==> config.mk <==
export PLATFORM = sky130hd
export DESIGN_NAME = iso_lane_deframer
export DESIGN_NICKNAME = d
export VERILOG_FILES = /design/src/rtl/iso_lane_deframer.sv
export SDC_FILE = /design/constraint.sdc
export NUM_CORES = 1
export LEC_CHECK = 0
export ABC_AREA = 0
export CAP_MARGIN = 25
export CELL_PAD_IN_SITES_DETAIL_PLACEMENT = 0
export CELL_PAD_IN_SITES_GLOBAL_PLACEMENT = 1
export CORE_MARGIN = 5
export CORE_UTILIZATION = 46
export DETAILED_ROUTE_END_ITERATION = 10
export PLACE_DENSITY_LB_ADDON = 0.1
export SETUP_SLACK_MARGIN = 0.05
export SYNTH_ARGS = -nofsm -noshare
export SYNTH_HDL_FRONTEND = slang
export SYNTH_SLANG_ARGS = --single-unit
==> constraint.sdc <==
create_clock -name clk -period 5.58 [get_ports clk]
set_clock_uncertainty 0.15 [all_clocks]
set_input_delay 0.558 -clock clk [delete_from_list [all_inputs] [get_ports clk]]
set_output_delay 0.558 -clock clk [all_outputs]
set_load 0.01 [all_outputs]
==> src/rtl/iso_lane_deframer.sv <==
// Sink-side per-lane parser of the DisplayPort isochronous symbol stream.
// Recovers pixel bytes, secondary-packet bytes and VB-ID/Mvid/Maud attributes.
module iso_lane_deframer #(
    parameter logic [7:0] BS_CODE = 8'hBC,
    parameter logic [7:0] BE_CODE = 8'hFB,
    parameter logic [7:0] SR_CODE = 8'h1C,
    parameter logic [7:0] SS_CODE = 8'h5C,
    parameter logic [7:0] SE_CODE = 8'hFD,
    parameter logic [7:0] FS_CODE = 8'hFE,
    parameter logic [7:0] FE_CODE = 8'hF7
) (
    input  logic       clk,
    input  logic       rst_n,
    input  logic [7:0] rx_symbols,
    input  logic       rx_control_sym_flag,
    input  logic       rx_vld,
    input  logic [1:0] td_lane_count,
    output logic [7:0] pix_data,
    output logic       pix_vld,
    output logic [7:0] sec_data,
    output logic       sec_vld,
    output logic       sec_end,
    output logic [7:0] vbid,
    output logic [7:0] mvid,
    output logic [7:0] maud,
    output logic       attr_upd,
    output logic       attr_mismatch,
    output logic       sr_det,
    output logic       sym_err,
    output logic [1:0] deframer_state
);

    typedef enum logic [2:0] {
        ST_HUNT, ST_BLANK, ST_VBSEQ, ST_SEC, ST_ACTIVE, ST_FILL
    } state_t;

    state_t     state_q, state_d;
    logic [1:0] pos_q, pos_d;            // byte position within the triplet
    logic [1:0] rep_q, rep_d;            // triplet copy index
    logic [1:0] rep_last_q, rep_last_d;  // index of the final copy, latched at BS/SR
    logic [7:0] sh_vbid_q, sh_vbid_d, sh_mvid_q, sh_mvid_d, sh_maud_q, sh_maud_d;
    logic [7:0] vbid_q, vbid_d, mvid_q, mvid_d, maud_q, maud_d;
    logic [7:0] pix_data_q, pix_data_d, sec_data_q, sec_data_d;
    logic       pix_vld_q, pix_vld_d, sec_vld_q, sec_vld_d, sec_end_q, sec_end_d;
    logic       attr_upd_q, attr_upd_d, attr_mismatch_q, attr_mismatch_d;
    logic       sr_det_q, sr_det_d, sym_err_q, sym_err_d;
    logic [1:0] dstate_q, dstate_d;

    logic       is_k, is_bs;
    logic [7:0] shadow_byte;

    always_comb begin
        state_d         = state_q;
        pos_d           = pos_q;
        rep_d           = rep_q;
        rep_last_d      = rep_last_q;
        sh_vbid_d       = sh_vbid_q;
        sh_mvid_d       = sh_mvid_q;
        sh_maud_d       = sh_maud_q;
        vbid_d          = vbid_q;
        mvid_d          = mvid_q;
        maud_d          = maud_q;
        pix_data_d      = pix_data_q;
        sec_data_d      = sec_data_q;
        pix_vld_d       = 1'b0;
        sec_vld_d       = 1'b0;
        sec_end_d       = 1'b0;
        attr_upd_d      = 1'b0;
        attr_mismatch_d = 1'b0;
        sr_det_d        = 1'b0;
        sym_err_d       = 1'b0;
        is_k            = rx_control_sym_flag;
        is_bs           = rx_control_sym_flag &&
                          (rx_symbols == BS_CODE || rx_symbols == SR_CODE);
        case (pos_q)
            2'd0:    shadow_byte = sh_vbid_q;
            2'd1:    shadow_byte = sh_mvid_q;
            default: shadow_byte = sh_maud_q;
        endcase

        if (rx_vld) begin
            if (is_bs) begin
                sym_err_d = (state_q == ST_SEC) || (state_q == ST_FILL);
                sr_det_d  = (rx_symbols == SR_CODE);
                state_d   = ST_VBSEQ;
                pos_d     = 2'd0;
                rep_d     = 2'd0;
                case (td_lane_count)
                    2'b00:   rep_last_d = 2'd3;
                    2'b01:   rep_last_d = 2'd1;
                    default: rep_last_d = 2'd0;
                endcase
            end else begin
                case (state_q)
                    ST_VBSEQ: begin
                        if (is_k) begin
                            sym_err_d = 1'b1;
                            state_d   = ST_HUNT;
                        end else begin
                            if (rep_q == 2'd0) begin
                                case (pos_q)
                                    2'd0:    sh_vbid_d = rx_symbols;
                                    2'd1:    sh_mvid_d = rx_symbols;
                                    default: sh_maud_d = rx_symbols;
                                endcase
                            end else if (rx_symbols != shadow_byte) begin
                                attr_mismatch_d = 1'b1;
                            end
                            if (pos_q == 2'd2 && rep_q == rep_last_q) begin
                                // Single-copy case: Maud is still on the wire, not in the shadow
                                vbid_d     = sh_vbid_q;
                                mvid_d     = sh_mvid_q;
                                maud_d     = (rep_q == 2'd0) ? rx_symbols : sh_maud_q;
                                attr_upd_d = 1'b1;
                                state_d    = ST_BLANK;
                            end else if (pos_q == 2'd2) begin
                                pos_d = 2'd0;
                                rep_d = rep_q + 2'd1;
                            end else begin
                                pos_d = pos_q + 2'd1;
                            end
                        end
                    end
                    ST_BLANK: begin
                        if (is_k) begin
                            if (rx_symbols == SS_CODE)      state_d = ST_SEC;
                            else if (rx_symbols == BE_CODE) state_d = ST_ACTIVE;
                            else                            sym_err_d = 1'b1;
                        end
                    end
                    ST_SEC: begin
                        if (!is_k) begin
                            sec_data_d = rx_symbols;
                            sec_vld_d  = 1'b1;
                        end else if (rx_symbols == SE_CODE) begin
                            sec_end_d = 1'b1;
                            state_d   = ST_BLANK;
                        end else begin
                            sym_err_d = 1'b1;
                            state_d   = ST_HUNT;
                        end
                    end
                    ST_ACTIVE: begin
                        if (!is_k) begin
                            pix_data_d = rx_symbols;
                            pix_vld_d  = 1'b1;
                        end else if (rx_symbols == FS_CODE) begin
                            state_d = ST_FILL;
                        end else begin
                            sym_err_d = 1'b1;
                        end
                    end
                    ST_FILL: begin
                        if (is_k) begin
                            if (rx_symbols == FE_CODE) begin
                                state_d = ST_ACTIVE;
                            end else begin
                                sym_err_d = 1'b1;
                                state_d   = ST_HUNT;
                            end
                        end
                    end
                    default: ;
                endcase
            end
        end

        case (state_d)
            ST_HUNT:   dstate_d = 2'b00;
            ST_ACTIVE: dstate_d = 2'b10;
            ST_FILL:   dstate_d = 2'b11;
            default:   dstate_d = 2'b01;
        endcase
    end

    always_ff @(posedge clk or negedge rst_n) begin
        if (!rst_n) begin
            state_q         <= ST_HUNT;
            pos_q           <= 2'd0;
            rep_q           <= 2'd0;
            rep_last_q      <= 2'd0;
            sh_vbid_q       <= 8'd0;
            sh_mvid_q       <= 8'd0;
            sh_maud_q       <= 8'd0;
            vbid_q          <= 8'd0;
            mvid_q          <= 8'd0;
            maud_q          <= 8'd0;
            pix_data_q      <= 8'd0;
            sec_data_q      <= 8'd0;
            pix_vld_q       <= 1'b0;
            sec_vld_q       <= 1'b0;
            sec_end_q       <= 1'b0;
            attr_upd_q      <= 1'b0;
            attr_mismatch_q <= 1'b0;
            sr_det_q        <= 1'b0;
            sym_err_q       <= 1'b0;
            dstate_q        <= 2'b00;
        end else begin
            state_q         <= state_d;
            pos_q           <= pos_d;
            rep_q           <= rep_d;
            rep_last_q      <= rep_last_d;
            sh_vbid_q       <= sh_vbid_d;
            sh_mvid_q       <= sh_mvid_d;
            sh_maud_q       <= sh_maud_d;
            vbid_q          <= vbid_d;
            mvid_q          <= mvid_d;
            maud_q          <= maud_d;
            pix_data_q      <= pix_data_d;
            sec_data_q      <= sec_data_d;
            pix_vld_q       <= pix_vld_d;
            sec_vld_q       <= sec_vld_d;
            sec_end_q       <= sec_end_d;
            attr_upd_q      <= attr_upd_d;
            attr_mismatch_q <= attr_mismatch_d;
            sr_det_q        <= sr_det_d;
            sym_err_q       <= sym_err_d;
            dstate_q        <= dstate_d;
        end
    end

    assign pix_data       = pix_data_q;
    assign pix_vld        = pix_vld_q;
    assign sec_data       = sec_data_q;
    assign sec_vld        = sec_vld_q;
    assign sec_end        = sec_end_q;
    assign vbid           = vbid_q;
    assign mvid           = mvid_q;
    assign maud           = maud_q;
    assign attr_upd       = attr_upd_q;
    assign attr_mismatch  = attr_mismatch_q;
    assign sr_det         = sr_det_q;
    assign sym_err        = sym_err_q;
    assign deframer_state = dstate_q;

endmodule

==> out/metrics.csv, run 1 <==
stage,metric,value,unit
clock_network,Worst-Skew Late Latency,0.35,ns
clock_network,hold buffers post-CTS,0,
setup_path,"Slowest-stage cell, CP",clkdlybuf4s50_1,
logic_synthesis,fraction of registers with async set/reset,100.0,%
timing,max-slew violation count,0,
routing,post-route ant nets,0,
grt,GRT Util Overall,17.85,%
timing,"crit path setup slack, layout",2.804,ns
floorplanning,full die area,0.01029,mm²
placed_design,Post-Place Worst Slack,2.425,ns
setup_path,Worst EP required,5.66,ns
logic_synthesis,Post-Syn Instances,312,
power_and_ir_drop,P_leak,2.076,nW
power_and_ir_drop,"Power, Total",0.001235,W
routing,wire length per cell,17.96,µm
grt,final global-route overflow total,0,
setup_path,nature of the critical path endpoint,flop,
placed_design,Cells after DPL,457,
grt,initial antenna violation count,0,
setup_path,RR Startpoint,pos_q[0],
setup_path,worst r2r path cells,4,
setup_path,peak fanout along the critical path,33,
floorplanning,Std-Cell Rows,33,
grt,wire length of the first global-routing pass,14080,µm
placed_design,RePlAce Congestion,0.8285,
timing,fin crit share,49.75,%
logic_synthesis,sequential area share after synthesis,53.33,%
clock_network,Num CTS Buffers,9,
floorplanning,Chip Width,101.5,µm
logic_synthesis,Post-Syn Nets,327,
setup_path,CP max stage delay,0.72,ns
grt,largest net degree at the start of global routing,83,
timing,Worst slew margin,48.27,%
flow_run,max_cap viols,0,
timing,RSZ-0062 raised after global routing,no,
placed_design,DPL Wire Length,5615,µm
final_layout,Inserted Diodes,0,
timing,# setup viols final,0,
logic_synthesis,Post-synth EDFFs,0,
setup_path,crit-path leading delay family,simple AND/OR/NAND/NOR gates,
timing,Fmax achieved,0.3602,GHz
status,status,finished clean,
final_layout,fin nets,379,
setup_path,CP Cell Sequence,clkdlybuf4s50_1 > nand3b_1 > nand2b_1 > nor2_4 > mux2_2,
floorplanning,Boundary Pins,63,
routing,DRT iter0 DRCs,115,
timing,Slew @ Worst Pin,0.7741,ns
power_and_ir_drop,maximum VDD drop,0.1627,mV
final_layout,register area,0.002052,mm²
setup_path,Setup crit start kind,primary input,
logic_synthesis,"Cell Area, Synth",0.003847,mm²
final_layout,Multi-input gate area,0.001664,mm²
clock_network,H-tree levels,3,
final_layout,Post-Layout Cell Count,472,
floorplanning,chip height,101.5,µm
setup_path,CP Buf/Inv Count,1,
floorplanning,Initial Utilization,47.06,%
logic_synthesis,Yosys cell types,54,
routing,via count,2578,
final_layout,layout cells sized above 1,22.62,%
final_layout,area growth from synthesis to layout,22.63,%
timing,Final min period,2.776,ns
routing,drt total wl,8477,µm
timing,endpoints failing hold,0,
grt,vias in the first global route,2633,
clock_network,CTS tree,done,
logic_synthesis,Yosys reg bits,82,
logic_synthesis,Most used DFF post-synth,dfrtp_1,
routing,# DRC,0,
clock_network,post-cts resize count,0,
setup_path,crit path DAT,2.86,ns
placed_design,port buffer count,62,
routing,1st-pass router iterations,4,
logic_synthesis,YS warnings,0,
logic_synthesis,Mean Syn Cell Area,12.33,µm²
clock_network,clock-pin slew on the worst setup and hold paths,0.08,ns
timing,setup TNS,0,ns
clock_network,CTS Root Buffer Type,clkbuf_8,
setup_path,r2r endpoint,mvid[6],
setup_path,r2r setup slk,2.95,ns
power_and_ir_drop,power per cell area,261.7,mW/mm²
clock_network,CTS max path bufs,2,
routing,vias per std cell,5.462,
setup_path,critical path type,primary input to flop,
final_layout,FILL cells,716,
clock_network,Post-CTS Setup Inserts,0,
floorplanning,core area,0.008175,mm²
hold_path,HP Class,primary input to async pin,
clock_network,CTS Sinks,82,
[layer usage]
| metal | track usage, % | vias up | routed length, µm |
|---|---|---|---|
| met4 | 6.748 | 0 | 108 |
| met2 | 24.30 | 85 | 3586 |
| met3 | 4.063 | 10 | 561 |
| li1 | - | 1220 | - |
| met5 | 0 | - | 0 |
| met1 | 27.52 | 1263 | 4220 |
[worst max path at each step]
stage                   startpoint       to  slack (ns)  depth (start not counted)
6_report                    rx_vld  mvid[6]        2.80                          5
5_1_grt                     rx_vld  vbid[2]        2.61                          5
3_5_place_dp                rx_vld  mvid[6]        2.43                          5
3_3_place_gp                rx_vld  mvid[5]        2.48                          5
2_1_floorplan  rx_control_sym_flag  mvid[3]        3.49                          6
4_1_cts                     rx_vld  mvid[6]        2.79                          5
[power breakdown]
group / switching (W) / internal, W
clock: 0.000202 / 0.000259
sequential: 0.0000192 / 0.000616
combinational: 0.0000672 / 0.0000711
[per-stage QoR]
stage,instance area [µm²],hold slack (ns),utilization [%]
final,4718,0.007902,57.71
after global routing,4718,0.04020,57.71
after CTS,4691,0.2597,57.38
after detailed placement,4484,0.3416,54.85
after global placement,4484,0.3379,54.85
after floorplan,3847,0.1124,-
[cell type report]
type	instances	share of cell area, %
clock inverters	3	1.379
clock buffers	11	2.997
well taps	105	2.784
inverters	5	0.3978
flip-flops and latches	82	43.49
multi-input cells	203	35.27
repair buffers	63	13.68
[sequential cells by signal, indices dropped and copies added, names as in the netlist]
register / count
attr_mismatch: 1
attr_upd: 1
deframer_state: 2
maud: 8
mvid: 8
pix_data: 8
pix_vld: 1
pos_q: 2
rep_last_q: 2
rep_q: 2
sec_data: 8
sec_end: 1
sec_vld: 1
sh_maud_q: 8
sh_mvid_q: 8
sh_vbid_q: 8
sr_det: 1
state_q: 3
sym_err: 1
vbid: 8
[worst register-to-register path, stage by stage (launching register included)]
cell,delay [ns]
dfrtp_1,0.63
nand2b_4,0.26
or3_4,0.43
nor2_4,0.63
mux2_2,0.43
[cells in the final DEF, fill, tap and decap left out, drive strengths merged, types with 3 or more instances in the layout]
master	Yosys	final
clkdlybuf4s50	0	61
nor3	3	3
nand2	15	15
nand2b	5	5
nand3	9	9
nor4	3	3
dfrtp	82	82
mux2i	16	16
clkbuf	9	11
mux2	56	56
o41ai	3	3
xor2	12	12
nor2	17	17
o21ai	16	16
nor4b	3	3
inv	5	5
a21oi	11	11
a211oi	3	3
[logic make-up (layout without fill, tap and decap cells)]
kind of cell / Yosys count / in the layout / share of synthesized area, %
adders and majority gates: 1 / 1 / 0.3252
and+or+nand+nor: 72 / 72 / 11.64
DFF: 82 / 82 / 53.33
xor gates and xnor gates: 12 / 12 / 2.732
buffers and inverters: 27 / 82 / 3.415
muxes: 72 / 72 / 20.55
AOI/OAI and AO/OA: 46 / 46 / 8.000
[synth_stat cells (all sizes together) (2+ instances only)]
master | number | area share [%]
xor2 | 12 | 2.7
a31oi | 2 | 0.33
a311oi | 2 | 0.62
buf | 13 | 2.0
nor3 | 3 | 0.52
dfrtp | 82 | 53
a211oi | 3 | 0.59
clkbuf | 9 | 0.88
nor4b | 3 | 1.1
mux2 | 56 | 16
o21ai | 16 | 2.2
nand2b | 5 | 1.0
nand4b | 2 | 0.62
and2 | 2 | 0.33
nor4 | 3 | 0.49
nand3 | 9 | 1.4
a21oi | 11 | 1.4
or3 | 2 | 0.46
and4 | 2 | 0.46
or3b | 2 | 0.46
o41ai | 3 | 0.68
mux2i | 16 | 4.2
nand2 | 15 | 1.5
nor3b | 2 | 0.39
inv | 5 | 0.49
nor2 | 17 | 1.9
Note: power is estimated with default switching activity, not from simulation.
==> run 2: changes to the inputs <==
Settings changed: CORE_UTILIZATION 46 to 39.
Clock period 5.58 ns to 2.27 ns, I/O delays scaled along.
==> out/metrics.csv, run 2 (synthesis gave the netlist of run 1 again) <==
stage,metric,value,unit
setup_path,peak fanout along the critical path,9,
setup_path,nature of the critical path endpoint,flop,
placed_design,Cells after DPL,521,
clock_network,H-tree levels,3,
timing,max-slew violation count,0,
routing,DRT iter0 DRCs,120,
grt,largest net degree at the start of global routing,34,
flow_run,max_cap viols,0,
routing,drt total wl,9212,µm
floorplanning,chip height,109.3,µm
timing,Fmax achieved,0.4950,GHz
clock_network,CTS tree,done,
floorplanning,core area,0.009684,mm²
setup_path,Setup crit start kind,flop,
timing,Slew @ Worst Pin,0.4361,ns
routing,post-route ant nets,0,
floorplanning,full die area,0.01195,mm²
floorplanning,Boundary Pins,63,
final_layout,FILL cells,873,
clock_network,CTS Root Buffer Type,clkbuf_8,
final_layout,"most common cell after layout, fill and taps aside",dfrtp_1,
routing,# DRC,0,
placed_design,RePlAce Congestion,0.8102,
grt,wire length of the first global-routing pass,14820,µm
routing,wire length per cell,17.12,µm
clock_network,CTS Sinks,82,
hold_path,HP Class,primary input to async pin,
power_and_ir_drop,P_leak,2.241,nW
power_and_ir_drop,maximum VDD drop,0.2727,mV
timing,worst hold slack,0.2008,ns
timing,Worst slew margin,70.52,%
final_layout,area growth from synthesis to layout,30.50,%
setup_path,RR Startpoint,state_q[1],
final_layout,fin nets,415,
grt,GRT Max-Usage Layer,met1,
timing,fin crit share,88.99,%
routing,1st-pass router iterations,5,
timing,RSZ-0062 raised after global routing,no,
setup_path,r2r endpoint,pix_data[4],
clock_network,Post-CTS Setup Inserts,0,
setup_path,crit path DAT,2.10,ns
floorplanning,Std-Cell Rows,36,
floorplanning,Initial Utilization,39.73,%
timing,endpoints failing hold,0,
final_layout,Post-Layout Cell Count,538,
clock_network,CTS max path bufs,2,
grt,final global-route overflow total,0,
grt,M2 GR Usage,23.98,%
floorplanning,Chip Width,109.3,µm
grt,GRT Util Overall,16.37,%
grt,initial antenna violation count,0,
timing,# setup viols final,0,
power_and_ir_drop,power per cell area,597.0,mW/mm²
final_layout,register area,0.002052,mm²
setup_path,Worst EP required,2.35,ns
status,status,finished clean,
final_layout,Multi-input gate area,0.001664,mm²
final_layout,"commonest non-fill, non-tap cells in the layout","dfrtp_1, clkdlybuf4s50_1, mux2_2",
setup_path,critical path type,flop to flop,
timing,Final min period,2.020,ns
grt,met3 usage in global routing,3.523,%
placed_design,DPL Wire Length,6832,µm
setup_path,worst r2r path cells,3,
clock_network,post-cts resize count,0,
final_layout,layout cells sized above 1,29.38,%
clock_network,clock-pin slew on the worst setup and hold paths,0.09,ns
clock_network,Num CTS Buffers,9,
final_layout,Inserted Diodes,0,
final_layout,post-layout util,51.85,%
grt,vias in the first global route,2752,
placed_design,port buffer count,62,
clock_network,Worst-Skew Late Latency,0.34,ns
grt,M1 GR Usage,24.03,%
setup_path,r2r setup slk,0.25,ns
routing,via count,2673,
clock_network,hold buffers post-CTS,1,
routing,vias per std cell,4.968,
-- run 2: layer usage --
metal  wire length [µm]  vias to the layer above
li1                   -                     1295
met4                140                        0
met2               4022                       74
met3                483                       11
met1               4566                     1293
met5                  0                        -
-- run 2: worst max-delay path by stage --
stage	startpoint	endpoint	slack, ns
finish	state_q[1]	pix_data[4]	0.25
global route	state_q[1]	pix_data[4]	0.19
CTS	state_q[1]	pix_data[5]	0.24
detailed placement	rx_symbols[1]	state_q[2]	-0.02
global placement	rx_symbols[1]	state_q[2]	-0.03
floorplan	pos_q[0]	mvid[3]	0.32
-- run 2: final cells by class --
type | instances | share of cell area (%)
Sequential cell | 82 | 40.87
Clock inverter | 4 | 1.022
Tap cell | 133 | 3.314
Multi-Input combinational cell | 203 | 33.14
Clock buffer | 12 | 2.891
Inverter | 5 | 0.3738
Timing Repair Buffer | 99 | 18.39
-- run 2: power breakdown --
part / switching (W) / internal [W] / total (W)
Clock: 0.000522 / 0.000540 / 0.00106
Combinational: 0.000197 / 0.000201 / 0.000397
Sequential: 0.0000247 / 0.00151 / 0.00154
Total: 0.000743 / 0.00225 / 0.00300
-- run 2: worst max-delay path: stages (launching register included) --
cell	delay (ns)
dfrtp_1	0.41
or3b_1	0.42
or3b_1	0.59
mux2_2	0.34
-- run 2: metrics by stage --
stage	TNS [ns]	setup WS, ns	instance area, µm²	power (W)
floorplan	0	0.3160	3847	0.001746
global placement	-0.02672	-0.02672	4815	0.001965
detailed placement	-0.01989	-0.01989	4815	0.001971
CTS	0	0.2400	5021	0.003044
global route	0	0.1909	5021	0.003145
finish	0	0.2499	5021	0.002997
